File: src/rtl/alu_op_sequencer.sv
// rtl/alu_op_sequencer.sv - command FIFO + FSM sequencing single-cycle-strobe ALU ops with timeout
// Optional ALU_SEQ_STATS_EN adds op_count/to_count response statistics outputs.
module alu_op_sequencer #(
    parameter int FIFO_DEPTH     = 4,
    parameter int TIMEOUT_CYCLES = 15
) (
    input  logic        clk,
    input  logic        rst,
    input  logic        cmd_valid,
    output logic        cmd_ready,
    input  logic [3:0]  cmd_op,
    input  logic [7:0]  cmd_b,
    input  logic        cmd_mux_s,
    input  logic        cmd_load,
    output logic [3:0]  alu_a_in,
    output logic [7:0]  alu_accum,
    output logic [7:0]  alu_b_reg,
    output logic        alu_mux_s,
    output logic        alu_in_it,
    input  logic [7:0]  alu_y_out,
    input  logic        alu_carry,
    input  logic        alu_zero,
    input  logic        alu_done,
    output logic        rsp_valid,
    input  logic        rsp_ready,
    output logic [7:0]  rsp_y,
    output logic        rsp_carry,
    output logic        rsp_zero,
    output logic        rsp_timeout,
    output logic [7:0]  accum_q
`ifdef ALU_SEQ_STATS_EN
    ,
    output logic [15:0] op_count,
    output logic [7:0]  to_count
`endif
);

    localparam int          AW       = (FIFO_DEPTH > 1) ? $clog2(FIFO_DEPTH) : 1;
    localparam logic [AW:0] PTR_ONE  = 1;
    localparam logic [7:0]  TO_LIMIT = 8'(TIMEOUT_CYCLES);
    localparam logic [3:0]  OP_CMP   = 4'b1100;

    localparam logic [1:0] S_IDLE  = 2'd0;
    localparam logic [1:0] S_ISSUE = 2'd1;
    localparam logic [1:0] S_WAIT  = 2'd2;
    localparam logic [1:0] S_RESP  = 2'd3;

    typedef struct packed {
        logic       load;
        logic       mux_s;
        logic [3:0] op;
        logic [7:0] b;
    } cmd_t;

    cmd_t        fifo_mem [FIFO_DEPTH];
    logic [AW:0] wr_ptr_q, wr_ptr_d;
    logic [AW:0] rd_ptr_q, rd_ptr_d;
    logic        fifo_full;
    logic        fifo_empty;
    logic        push;
    logic        pop;
    cmd_t        head;
    cmd_t        cmd_in;

    logic [1:0]  state_q, state_d;
    logic [3:0]  op_code_q, op_code_d;
    logic [7:0]  op_b_q, op_b_d;
    logic        op_mux_q, op_mux_d;
    logic [7:0]  cnt_q, cnt_d;
    logic [7:0]  accum_d;
    logic [7:0]  rsp_y_q, rsp_y_d;
    logic        rsp_carry_q, rsp_carry_d;
    logic        rsp_zero_q, rsp_zero_d;
    logic        rsp_to_q, rsp_to_d;
    logic        alu_active;
    logic        rsp_fire;

    // Full when the pointers alias the same slot but differ in the wrap bit.
    assign fifo_empty = (wr_ptr_q == rd_ptr_q);
    assign fifo_full  = (wr_ptr_q[AW] != rd_ptr_q[AW]) &&
                        (wr_ptr_q[AW-1:0] == rd_ptr_q[AW-1:0]);
    assign cmd_ready  = !fifo_full;
    assign push       = cmd_valid && !fifo_full;
    assign head       = fifo_mem[rd_ptr_q[AW-1:0]];
    assign cmd_in     = '{load: cmd_load, mux_s: cmd_mux_s, op: cmd_op, b: cmd_b};
    assign wr_ptr_d   = push ? (wr_ptr_q + PTR_ONE) : wr_ptr_q;
    assign rd_ptr_d   = pop  ? (rd_ptr_q + PTR_ONE) : rd_ptr_q;

    always_ff @(posedge clk) begin
        if (push) begin
            fifo_mem[wr_ptr_q[AW-1:0]] <= cmd_in;
        end
    end

    always_comb begin
        state_d     = state_q;
        op_code_d   = op_code_q;
        op_b_d      = op_b_q;
        op_mux_d    = op_mux_q;
        cnt_d       = cnt_q;
        accum_d     = accum_q;
        rsp_y_d     = rsp_y_q;
        rsp_carry_d = rsp_carry_q;
        rsp_zero_d  = rsp_zero_q;
        rsp_to_d    = rsp_to_q;
        pop         = 1'b0;
        case (state_q)
            S_IDLE: begin
                if (!fifo_empty) begin
                    pop       = 1'b1;
                    op_code_d = head.op;
                    op_b_d    = head.b;
                    op_mux_d  = head.mux_s;
                    if (head.load) begin
                        accum_d     = head.b;
                        rsp_y_d     = head.b;
                        rsp_carry_d = 1'b0;
                        rsp_zero_d  = (head.b == 8'd0);
                        rsp_to_d    = 1'b0;
                        state_d     = S_RESP;
                    end else begin
                        state_d = S_ISSUE;
                    end
                end
            end
            S_ISSUE: begin
                cnt_d   = 8'd0;
                state_d = S_WAIT;
            end
            S_WAIT: begin
                if (alu_done) begin
                    rsp_y_d     = alu_y_out;
                    rsp_carry_d = alu_carry;
                    rsp_zero_d  = alu_zero;
                    rsp_to_d    = 1'b0;
                    if (op_code_q != OP_CMP) begin
                        accum_d = alu_y_out;
                    end
                    state_d = S_RESP;
                end else begin
                    // The count reaching the limit on this cycle means the limit-th WAIT cycle passed without done.
                    cnt_d = cnt_q + 8'd1;
                    if (cnt_q + 8'd1 == TO_LIMIT) begin
                        rsp_y_d     = 8'd0;
                        rsp_carry_d = 1'b0;
                        rsp_zero_d  = 1'b0;
                        rsp_to_d    = 1'b1;
                        state_d     = S_RESP;
                    end
                end
            end
            S_RESP: begin
                if (rsp_ready) begin
                    state_d = S_IDLE;
                end
            end
            default: state_d = S_IDLE;
        endcase
    end

    always_ff @(posedge clk) begin
        if (rst) begin
            wr_ptr_q    <= '0;
            rd_ptr_q    <= '0;
            state_q     <= S_IDLE;
            op_code_q   <= 4'd0;
            op_b_q      <= 8'd0;
            op_mux_q    <= 1'b0;
            cnt_q       <= 8'd0;
            accum_q     <= 8'd0;
            rsp_y_q     <= 8'd0;
            rsp_carry_q <= 1'b0;
            rsp_zero_q  <= 1'b0;
            rsp_to_q    <= 1'b0;
        end else begin
            wr_ptr_q    <= wr_ptr_d;
            rd_ptr_q    <= rd_ptr_d;
            state_q     <= state_d;
            op_code_q   <= op_code_d;
            op_b_q      <= op_b_d;
            op_mux_q    <= op_mux_d;
            cnt_q       <= cnt_d;
            accum_q     <= accum_d;
            rsp_y_q     <= rsp_y_d;
            rsp_carry_q <= rsp_carry_d;
            rsp_zero_q  <= rsp_zero_d;
            rsp_to_q    <= rsp_to_d;
        end
    end

    assign alu_active  = (state_q == S_ISSUE) || (state_q == S_WAIT);
    assign alu_in_it   = (state_q == S_ISSUE);
    assign alu_a_in    = alu_active ? op_code_q : 4'd0;
    assign alu_b_reg   = alu_active ? op_b_q    : 8'd0;
    assign alu_mux_s   = alu_active ? op_mux_q  : 1'b0;
    assign alu_accum   = alu_active ? accum_q   : 8'd0;

    assign rsp_valid   = (state_q == S_RESP);
    assign rsp_fire    = rsp_valid && rsp_ready;
    assign rsp_y       = rsp_valid ? rsp_y_q     : 8'd0;
    assign rsp_carry   = rsp_valid ? rsp_carry_q : 1'b0;
    assign rsp_zero    = rsp_valid ? rsp_zero_q  : 1'b0;
    assign rsp_timeout = rsp_valid ? rsp_to_q    : 1'b0;

`ifdef ALU_SEQ_STATS_EN
    logic [15:0] op_count_q;
    logic [7:0]  to_count_q;

    always_ff @(posedge clk) begin
        if (rst) begin
            op_count_q <= 16'd0;
            to_count_q <= 8'd0;
        end else if (rsp_fire) begin
            if (rsp_to_q) begin
                if (to_count_q != 8'hFF) begin
                    to_count_q <= to_count_q + 8'd1;
                end
            end else if (op_count_q != 16'hFFFF) begin
                op_count_q <= op_count_q + 16'd1;
            end
        end
    end

    assign op_count = op_count_q;
    assign to_count = to_count_q;
`endif

endmodule

File: config.mk
export PLATFORM = sky130hd
export DESIGN_NAME = alu_op_sequencer
export DESIGN_NICKNAME = d
export VERILOG_FILES = /design/src/rtl/alu_op_sequencer.sv
export SDC_FILE = /design/constraint.sdc
export NUM_CORES = 1
export LEC_CHECK = 0
export ABC_CLOCK_PERIOD_IN_PS = 1950
export BUFFER_PORTS_ARGS = -buffer_cell sky130_fd_sc_hd__buf_4
export CORE_UTILIZATION = 51
export CTS_CLUSTER_DIAMETER = 100
export CTS_CLUSTER_SIZE = 20
export DETAILED_ROUTE_END_ITERATION = 8
export GPL_TIMING_DRIVEN = 0
export PLACE_DENSITY = 0.85
export RECOVER_POWER = 25
export SYNTH_ARGS = -nofsm -noshare
export SYNTH_HDL_FRONTEND = slang
export SYNTH_SLANG_ARGS = --single-unit
File: constraint.sdc
create_clock -name clk -period 1.95 [get_ports clk]
set_input_delay 0.39 -clock clk [delete_from_list [all_inputs] [get_ports clk]]
set_output_delay 0.39 -clock clk [all_outputs]
set_load 0.005 [all_outputs]
After elaboration in Yosys (flattened, before gate mapping)
Memories as Yosys holds them, arrays and structs flattened. A register that Yosys moved wholly into a read port is not among the register bits.
Cells that the tools add are included.
{ "op_classes": {"muxes": 42, "n_reduce_logical": 13, "bitwise": 1, "addsub": 3, "eq_ne": 15} }
{ "ops": {"columns": ["cell", "n"], "rows": [
  ["8-bit two-way mux", 10],
  ["8-bit case mux with 2 select lines", 3],
  ["1-bit two-way mux", 17],
  ["2-bit two-way mux", 7],
  ["2-bit != test, second input constant", 5],
  ["8-bit by 1-bit adder with 8-bit output, second input constant", 1],
  ["8-bit by 4-bit == test with 1-bit output, second input constant", 1],
  ["8-bit zero test", 1],
  ["2-bit case mux with 4 select lines", 1],
  ["3-bit by 1-bit adder with 3-bit output, second input constant", 2],
  ["1-bit case mux with 2 select lines", 3],
  ["5-bit AND reduction", 1],
  ["2-bit == test, second input constant", 2],
  ["4-bit two-way mux", 1],
  ["4-bit != test, second input constant", 1],
  ["2-bit AND reduction", 2],
  ["4-bit AND reduction", 1],
  ["2-bit nonzero test", 2],
  ["3-bit == test", 1],
  ["3-bit != test, second input constant", 1],
  ["3-bit AND reduction", 1],
  ["2-bit by 1-bit == test with 1-bit output, second input constant", 1],
  ["2-bit == test", 1],
  ["1-bit logical AND", 2],
  ["6 further kinds", 6]
]} }
{ "word_totals": {"out_inout_bits": 43, "mem_count": 1, "input_bits": 29, "elab_cells": 87, "regBits": 48, "ram_bits": 56} }
{ "mem_list": {"columns": ["memory", "words", "word_bits", "rd", "rd_ports_with_merged_regs", "wr", "line_no", "rtl"], "rows": [
  ["fifo_mem", 4, 14, 1, 1, 1, "55", "cmd_t fifo_mem [FIFO_DEPTH];"]
]} }

Logic depth before layout (Yosys ltp)
Gate-level depths: netlist of run 1.
{ "logic_depth": {"ltp_word": 6, "depth_mapped": 9, "mapped_depth_nobuf": 8} }

Worst setup path before layout of run 1
Ideal clock, no wire load.
{ "synth_timing": {"kind": "reg2reg", "from": "register cnt_q[0]", "to": "register rsp_to_q", "path_slack_ns": -0.190, "setup_ns": 0.128, "path_stages_with_launch": 9, "t_arrival_ns": 2.012, "t_required_ns": 1.822, "path_buffers": 1, "synth_period_minus_slack_ns": 2.140, "cell_sequence": "dfxtp_1 -> ha_1 -> nand4_2 -> mux2_4 -> o311a_4 -> a211oi_4 -> buf_6 -> mux2i_1 -> nor2_1"} }
{ "synth_via": {"elab_chain_cells": 4} }
{ "synth_rtl": {"columns": ["item", "line_no", "rtl"], "rows": [
  ["start, declared", "69", "logic [7:0] cnt_q, cnt_d;"],
  ["start signal, assigned", "182", "cnt_q <= cnt_d;"],
  ["8-bit by 1-bit adder with 8-bit output", "143", "if (cnt_q + 8'd1 == TO_LIMIT) begin"],
  ["8-bit by 4-bit == test with 1-bit output", "143", null],
  ["3-bit != test (no source line)", null, null],
  ["4-bit AND reduction (no source line)", null, null],
  ["end signal, assigned", "187", "rsp_to_q <= rsp_to_d;"],
  ["end, declared", "74", "logic rsp_to_q, rsp_to_d;"]
]} }
Every way passes these cells.
A chain may end at the register's enable or synchronous reset.

Final worst setup path of run 1
{ "layout_timing": {"from": "register cnt_q[0]", "to": "register state_q[1]"} }
{ "layout_via": {"elab_chain_cells": 4} }
{ "layout_rtl": {"columns": ["item", "line_no", "rtl"], "rows": [
  ["8-bit by 1-bit adder with 8-bit output", "143", null],
  ["8-bit by 4-bit == test with 1-bit output", "143", null],
  ["3-bit != test (no source line)", null, null],
  ["3-bit AND reduction (no source line)", null, null],
  ["end signal, assigned", "178", "state_q <= state_d;"],
  ["end, declared", "65", "logic [1:0] state_q, state_d;"]
]} }
Every way passes these cells.

==> impl_summary.md, run 1 <==
Setup path
The required arrival time at the worst endpoint is approximately 2.2 ns. The depth of the worst register-to-register path is 8. The critical path in this run is classified as reg -> reg. The worst stage delay on the critical path is 0.37 ns. The flop-to-flop setup slack is -0.12 ns.

The capture instance of the worst register-to-register path is state_q[1]$_SDFFE_PP0P_. Traced cell by cell, the critical path runs through ha_4, nand4_4, mux2_4, o311a_4, buf_4, a211o_1, a211oi_2, a211oi_1. Data arrives at the worst endpoint at ~2.3 ns. The slowest stage of the critical path belongs to the cell sky130_fd_sc_hd__dfxtp_4. The category of the worst setup path launch point is a flip-flop. In this run the critical register-to-register path is launched from cnt_q[0]$_SDFFE_PP0P_. The biggest fanout along the worst timing path is 5. STA classifies the critical path endpoint as a flip-flop.

Clock tree
The root buffer cell is sky130_fd_sc_hd__clkbuf_8. The CTS clock-pin slew for the worst setup and hold paths is 0.11 ns. In this run, CTS created clock tree buffers numbering 9. No sink is reached through more buffers than the 2 on the longest clock path.

TritonCTS built the clock tree. The tree built by TritonCTS fans out to 106 sinks. In this run the number of H-tree levels came out at 3.

Clock latency on the worst-skew pair, taken at its later pin, is about 0.37 ns. The hold buffer count at cts is 0.

Timing
The final worst-path cycle share is 1.064. The setup clock skew after layout is between 0.01 and 0.015 ns. The count of endpoints failing hold in the final timing report was 0. The final max-slew violation count is 0. Setup repair after global routing could not meet its margin everywhere. Measured against its own limit, the worst slew margin works out to 0.5499.

The final setup violation count is 17. For this run, the top clock speed supported by timing is 0.4821 GHz. The setup slack after layout is -0.1242 ns.

The measured slew at the worst slew-check pin is 0.6752 ns. The shortest period the worst path allows is around 2.1 ns.

Synth
The post-synth net total is 430. The number of flops mapped to enable cells by yosys is 56. Dividing the synthesized area by the synthesized cell count gives 12.07 um2.

The dominant cell by count in the synthesized netlist is sky130_fd_sc_hd__edfxtp_1. Yosys printed 0 warnings. After synthesis the cells add up to 4706 um2. The share of the Yosys chip area taken by registers is 0.5701. The flip-flop and latch count after synthesis is 106. The leading register cell type out of synthesis is sky130_fd_sc_hd__edfxtp_1. The commonest cells after synthesis are 56 x sky130_fd_sc_hd__edfxtp_1, 54 x sky130_fd_sc_hd__nor2_1, 50 x sky130_fd_sc_hd__dfxtp_1. The count of mapped cells out of synthesis is 390. Of the post-synthesis cell area, the dominant cell type holds 0.3574. In the post-synthesis netlist, the biggest area contributors are sky130_fd_sc_hd__edfxtp_1 36%, sky130_fd_sc_hd__dfxtp_1 21%, sky130_fd_sc_hd__mux4_2 6.7%, sky130_fd_sc_hd__and2_1 6.1%, sky130_fd_sc_hd__nor2_1 4.3%. The number of unique standard cell types used by synthesis is 47. The fraction of synthesis flops using an asynchronous set or reset pin is 0. The cell taking the most area after synthesis is sky130_fd_sc_hd__edfxtp_1.

Placed design
The placer congestion estimate is 0.7760. After detailed placement, the design holds a cell count of 568. The area of placed instances is 5394 um2. Detailed placement finished with a half-perimeter wire length of approximately 7000 um. During placement, the flow inserted port buffers numbering 70.

Final layout
The relative area change from synthesis to final layout is 30.74%. After filler insertion, the fill cell instance count of the layout stands at 581. The final cell count without fillers is 605. The count of nets after finishing is 532. In the final layout, the share of cells above drive strength 1 is 0.4145.

The number of antenna diodes is 0. The finished cells cover ~6000 um2.

Power
IR analysis of the VDD net gives a maximum drop of 0.7454 mV. The power density of the placed cells is 1315 nW/um2. The cell leakage power is 2.377 nW.

Global route
The initial antenna violation count was 0. The pin count of the biggest net entering global routing is 20. The number of global-route vias before repair is 3200.

The global-route usage over all layers is 0.2171. The first global-routing pass estimated about 16000 um of wire. The total overflow reported by the global router is 0.

Min path
The end of the worst hold path is fifo_mem[2][2]$_DFFE_PP_. The cell count of the worst hold path is 1. In this run the most critical hold path is launched from cmd_b[2]. The min-delay analysis places its worst path in the category in -> reg.

Drt
The first routing iteration left 162 violations. The via count of the routed design is ~3500. The number of optimization iterations in the first detailed-route pass is 8. Summed over all layers, the routed wires come to between 10000 and 15000 um. For this run, design rule violations remaining after detail routing come to 9. After detailed routing, the average wire length per cell comes to 18.85 um. Dividing the detail-routed via count by the number of cells gives between 5 and 6.

The post-detailed-route count of antenna-violating nets is 0.

Floorplanning
From left edge to right edge, the die measures 98.06 um. The core area is just under 9000 um2. The starting density of the core is 0.5344. From bottom edge to top edge, the die measures 98.06 um. Row generation in the floorplan step produced 34 rows. Pin placement for this block handled 72 I/O pins. The die area is roughly 9600 um2.

Outcome
The run finished, with violations left. The final reports fail on DRC, setup timing.

Run
The tool flagged a number of max-cap violations equal to 0.
## sequential cells by signal, indices dropped and copies added (netlist names), named ones only
name and cells:
fifo_mem 56, state_q 2, op_mux_q 1, rd_ptr_q 3
rsp_zero_q 1, wr_ptr_q 3, rsp_to_q 1, rsp_y_q 8
op_b_q 8, op_code_q 4, accum_q 8, rsp_carry_q 1
cnt_q 8
## critical path, delay by kind of cell, from the launching register on
family,cells,cell delay [ns]
fa+ha+maj,1,0.16
flops,1,0.37
compound gates,4,0.86
buf+inv,1,0.14
mux,1,0.32
simple gates,1,0.10
## worst max-delay path by stage
| stage | startpoint | to | slack, ns | cells after the start |
|---|---|---|---|---|
| 2_1_floorplan | cnt_q[1]$_SDFFE_PP0P_ | rsp_to_q$_SDFFE_PP0P_ | 0.008 | 8 |
| 3_3_place_gp | flip-flop | rsp_zero_q$_SDFFE_PP0P_ | -0.24 | 5 |
| 3_5_place_dp | flip-flop | rsp_zero_q$_SDFFE_PP0P_ | -0.31 | 5 |
| 4_1_cts | cnt_q[1]$_SDFFE_PP0P_ | rsp_y_q[3]$_SDFFE_PP0P_ | -0.11 | 9 |
| 5_1_grt | cnt_q[0]$_SDFFE_PP0P_ | state_q[1]$_SDFFE_PP0P_ | -0.18 | 8 |
| 6_report | cnt_q[0]$_SDFFE_PP0P_ | state_q[1]$_SDFFE_PP0P_ | -0.12 | 8 |
## power breakdown
part	internal (mW)	total [mW]	switching, mW
sequential	2.77	3.08	0.313
combinational	1.93	3.77	1.84
clock	0.482	1.25	0.765
## metal layers
metal	share of wire	vias to the layer above	GRT usage
met2	0.51	149	0.3678
met4	0.025	0	0.07692
met5	0	-	0
li1	-	1604	-
met1	0.40	1686	0.2757
met3	0.067	29	0.04653
## area by class of cell
cell class              count  area [um2]  share of cell area
repair buffers             94       782.0              0.1271
multi-input cells         254        2157              0.3506
clock buffers              10       127.6             0.02074
plain buffers              20       170.2             0.02766
inverters                   7       31.28            0.005084
flip-flops and latches    106        2698              0.4385
well taps                 108       135.1             0.02196
clock inverters             6       51.30            0.008338
## placed cells by master (no fill, tap or decap), drive strengths merged, types with 2 or more instances in the layout
master	n
dfxtp	50
nand4	2
edfxtp	56
o21ai	7
a21oi	29
a311oi	2
inv	9
xnor2	3
and2	46
nand2	14
nor4	4
nand3	9
mux4	14
a211oi	19
buf	92
clkinv	3
mux2i	14
nor2	55
clkbuf	32
ha	11
nand2b	3
xor2	5
## stage by stage
stage / hold slack, ns / utilization / setup slack (ns) / TNS [ns] / total power, mW
2_1_floorplan: 0.4446 / - / 0.008445 / 0 / 4.753
3_3_place_gp: 0.4654 / 0.6125 / -0.2374 / -11.81 / 5.503
3_5_place_dp: 0.4733 / 0.6125 / -0.3088 / -17.49 / 5.608
4_1_cts: 0.2006 / 0.6573 / -0.1116 / -0.7820 / 7.171
5_1_grt: 0.2206 / 0.6986 / -0.1799 / -2.146 / 8.433
6_report: 0.2275 / 0.6986 / -0.1242 / -0.9988 / 8.092
## cells by family (layout without fill, tap and decap cells)
logic type               Yosys count  after routing  synth area share
AO/OA/AOI/OAI                     66             66            0.1053
adder cells (fa/ha/maj)           11             11           0.02925
flip-flops                       106            106            0.5701
XOR/XNOR                           8              8           0.01489
multiplexers                      29             29           0.09997
AND/OR/NAND/NOR                  140            140            0.1497
buffers and inverters             30            137           0.03085
## what timing repair did
item,CTS,global route
buffers inserted,8,11
endpoints found under the setup margin,120,119
cloned,2,3
endpoints found under the hold margin,0,0
gates resized for setup,44,80
pin swaps,9,17
No activity file was read; power rests on OpenSTA's default activity.
==> inputs of run 2 (changes only) <==
--- a/config.mk
+++ b/config.mk
@@ -5,14 +5,14 @@
 export SDC_FILE = /design/constraint.sdc
 export NUM_CORES = 1
 export LEC_CHECK = 0
-export ABC_CLOCK_PERIOD_IN_PS = 1950
+export ABC_CLOCK_PERIOD_IN_PS = 2100
 export BUFFER_PORTS_ARGS = -buffer_cell sky130_fd_sc_hd__buf_4
-export CORE_UTILIZATION = 51
+export CORE_UTILIZATION = 56
 export CTS_CLUSTER_DIAMETER = 100
 export CTS_CLUSTER_SIZE = 20
 export DETAILED_ROUTE_END_ITERATION = 8
 export GPL_TIMING_DRIVEN = 0
-export PLACE_DENSITY = 0.85
+export PLACE_DENSITY = 0.88
 export RECOVER_POWER = 25
 export SYNTH_ARGS = -nofsm -noshare
 export SYNTH_HDL_FRONTEND = slang
==> constraint.sdc (replaced) <==
create_clock -name clk -period 2.1 [get_ports clk]
set_input_delay 0.42 -clock clk [delete_from_list [all_inputs] [get_ports clk]]
set_output_delay 0.42 -clock clk [all_outputs]
set_load 0.005 [all_outputs]
==> impl_summary.md, run 2 (synthesis gave the netlist of run 1 again) <==
Outcome
The flow ran to the end, but the final reports show violations. The checks that failed: DRC, setup timing.

Global route
The global-route usage over all layers came to 0.2420 (+0.02495). The initial antenna violation count came to 0 (unchanged). The number of global-route vias before repair was 3249 (+1.5%). The total overflow reported by the global router is 0 (unchanged).

The pin count of the biggest net entering global routing is 19 (-5.0%). The wire length of the first global-routing pass is 15840 um (-1.2%).

Clock tree
The clock sink count is 106 (unchanged). The clock latency on the worst-skew pair came to 0.36 ns (about the same). The number of levels in the clock H-tree is 3 (unchanged). The total CTS buffers is 9 (unchanged). The clock tree from TritonCTS is yes. The buffer levels on the longest clock path is 2 (unchanged). The root buffer cell is sky130_fd_sc_hd__clkbuf_8. The hold buffer count at cts came to 0 (unchanged). The CTS clock-pin slew for the worst setup and hold paths came to 0.11 ns (about the same).

Drt
The number of optimization iterations in the first detailed-route pass is 9 (+1). The top routing layer in use is met4. The number of design-rule violations left by the first detailed-router iteration is 177 (+9.3%). The total routed wirelength is 10210 um (-10%). The via density per instance came to 5.657 (-1.3%). The post-detailed-route count of antenna-violating nets came to 0 (unchanged). The via count of the routed design is 3332 (-3.9%).

The average wire per cell in the routed design is 17.33 um (-8.1%). The met2 wirelength from detailed routing is 5244 um (-10%). The routed length on met3 is 575 um (-25%). The DRC violation count after routing came to 2 (-7).

The wire length on met1 came to 4180 um (-7.3%).

Timing
The highest achievable clock rate is 0.4760 GHz (-1.3%). The summed negative setup slack over all endpoints is -0.0008620 ns (+0.9980 ns). The measured slew at the worst slew-check pin is 0.6536 ns (-0.02158 ns). The final max-slew violation count is 0 (unchanged). The final worst-path cycle share is 1.000 (-0.06326). The shortest period the worst path allows came to 2.101 ns (+0.02670 ns). The setup slack after layout is -0.0008620 ns (+0.1233 ns). The worst hold slack is 0.3089 ns (+0.08139 ns). The setup clock skew after layout is 0.01300 ns (-0.0002527 ns). Setup repair after global routing could not meet its margin everywhere.

The count of endpoints failing hold in the final timing report is 0 (unchanged). The final setup violation count is 1 (-16). The remaining max-slew budget at the tightest pin is 0.5642 (+0.01439).

Setup path
The critical path start-end classification is reg -> reg. The largest individual stage delay along the critical path comes from the cell sky130_fd_sc_hd__dfxtp_4. The worst stage delay on the critical path is 0.38 ns (about the same). The biggest fanout along the worst timing path is 5 (unchanged). The required arrival time at the worst endpoint came to 2.34 ns (+0.15 ns). The data arrival at the endpoint of the critical path is 2.34 ns (+0.03 ns). Among cell families on the critical path, the largest total delay comes from compound AO/OA/AOI/OAI gates. The buffers plus inverters on the worst setup path is 1 (unchanged). The worst setup path is captured at a flip-flop.

The critical path goes through ha_4, nand4_4, mux2_4, o311a_4, a211oi_4, buf_6, mux2i_1, nor2_1. STA classifies the critical path startpoint as a flip-flop.

Power
The cell leakage power is 2.229 nW (-6.2%). The power density of the placed cells is 1186 nW/um2 (-9.9%). The worst supply voltage drop on vdd came to 0.5556 mV (-25%).

Placed design
The placement-stage worst setup slack was -0.2357 ns (+0.07313 ns). The detailed placer's ending HPWL is 7009 um (+0.33%). The placer congestion estimate is 0.8244 (+6.2%).

The number of port buffers is 70 (unchanged).

Final layout
The number of flip-flops under the largest register name was 56 (unchanged). The count of nets after finishing is 519 (-2.4%). The relative area change from synthesis to final layout is 22.12%.

The library cell used most frequently in the layout, excluding fill and tap cells, is sky130_fd_sc_hd__buf_4. The number of antenna diodes came to 0 (unchanged). The utilization after layout is 0.7029 (+0.004302). Leaving out fill and tap cells, the most frequent cells in the layout are 68 x sky130_fd_sc_hd__buf_4, 56 x sky130_fd_sc_hd__edfxtp_1, 52 x sky130_fd_sc_hd__nor2_1, 45 x sky130_fd_sc_hd__dfxtp_1, 42 x sky130_fd_sc_hd__and2_1. The fraction of final layout cells sized beyond drive strength 1 was 0.2996 (-0.1149).

Floorplanning
The count of boundary I/O pins is 72 (unchanged). The die area is 8774 um2 (-8.7%). The die span in y is 93.67 um (-4.5%). The standard-cell row count is 33 (-2.9%). The overall die width is 93.67 um (-4.5%). The core area is 8175 um2 (-7.2%). The starting density of the core is 0.5756 (+0.04122).

Run
The number of max-capacitance violations reported is 0 (unchanged).

Min path
The worst hold path class is in -> reg.
-- run 2: changes by cell type in the layout (fill, tap and decap cells not counted), sizes merged --
| cell | delta |
|---|---|
| buf | -18 |
| bufinv | +1 |
| clkbuf | +5 |
| clkinv | -2 |
| clkinvlp | -1 |
| inv | +2 |
-- run 2: path summary, 6_finish.rpt --
path,depth (start not counted),slack (ns),from,end
setup / recovery,8,-0.0009,cnt_q[1]$_SDFFE_PP0P_,rsp_to_q$_SDFFE_PP0P_
setup reg to reg,8,-0.0009,cnt_q[1]$_SDFFE_PP0P_,rsp_to_q$_SDFFE_PP0P_
hold reg to reg,2,0.48,rsp_carry_q$_SDFFE_PP0P_,rsp_carry_q$_SDFFE_PP0P_
hold / removal,1,0.31,cmd_b[4],fifo_mem[3][4]$_DFFE_PP_
-- run 2: report_power, final --
group | switching (mW) | internal [mW]
sequential | 0.225 | 2.56
combinational | 1.41 | 1.31
clock | 0.710 | 0.600
total | 2.34 | 4.47
-- run 2: final cells by class --
type,instances,area [um2]
buffer,21,138.9
multi-input combinational,254,1971
timing repair buffer,80,578.1
sequential,106,2694
clock inverter,6,70.07
inverter,7,26.28
fill,564,2429
clock buffer,10,137.6
tap,105,131.4
-- run 2: layer usage --
layer | GRT usage | up-vias
li1 | - | 1578
met1 | 0.2974 | 1601
met2 | 0.4308 | 132
met3 | 0.03964 | 21
met4 | 0.08590 | 0
met5 | 0 | -
-- run 2: metrics by stage --
step           cell area, um2  power, mW  instances
2_1_floorplan            4711      4.391        390
3_3_place_gp             5368      5.077        565
3_5_place_dp             5368      5.190        565
4_1_cts                  5707      6.645        588
5_1_grt                  5747      7.171        589
6_report                 5747      6.814        589
-- run 2: what timing repair did --
item,4_1_cts,5_1_grt
resized for setup,23,17
endpoints found under the setup margin,92,105
hold endpoints to repair,0,0
pin swaps,2,6
buffers inserted,6,2
gates cloned,1,1
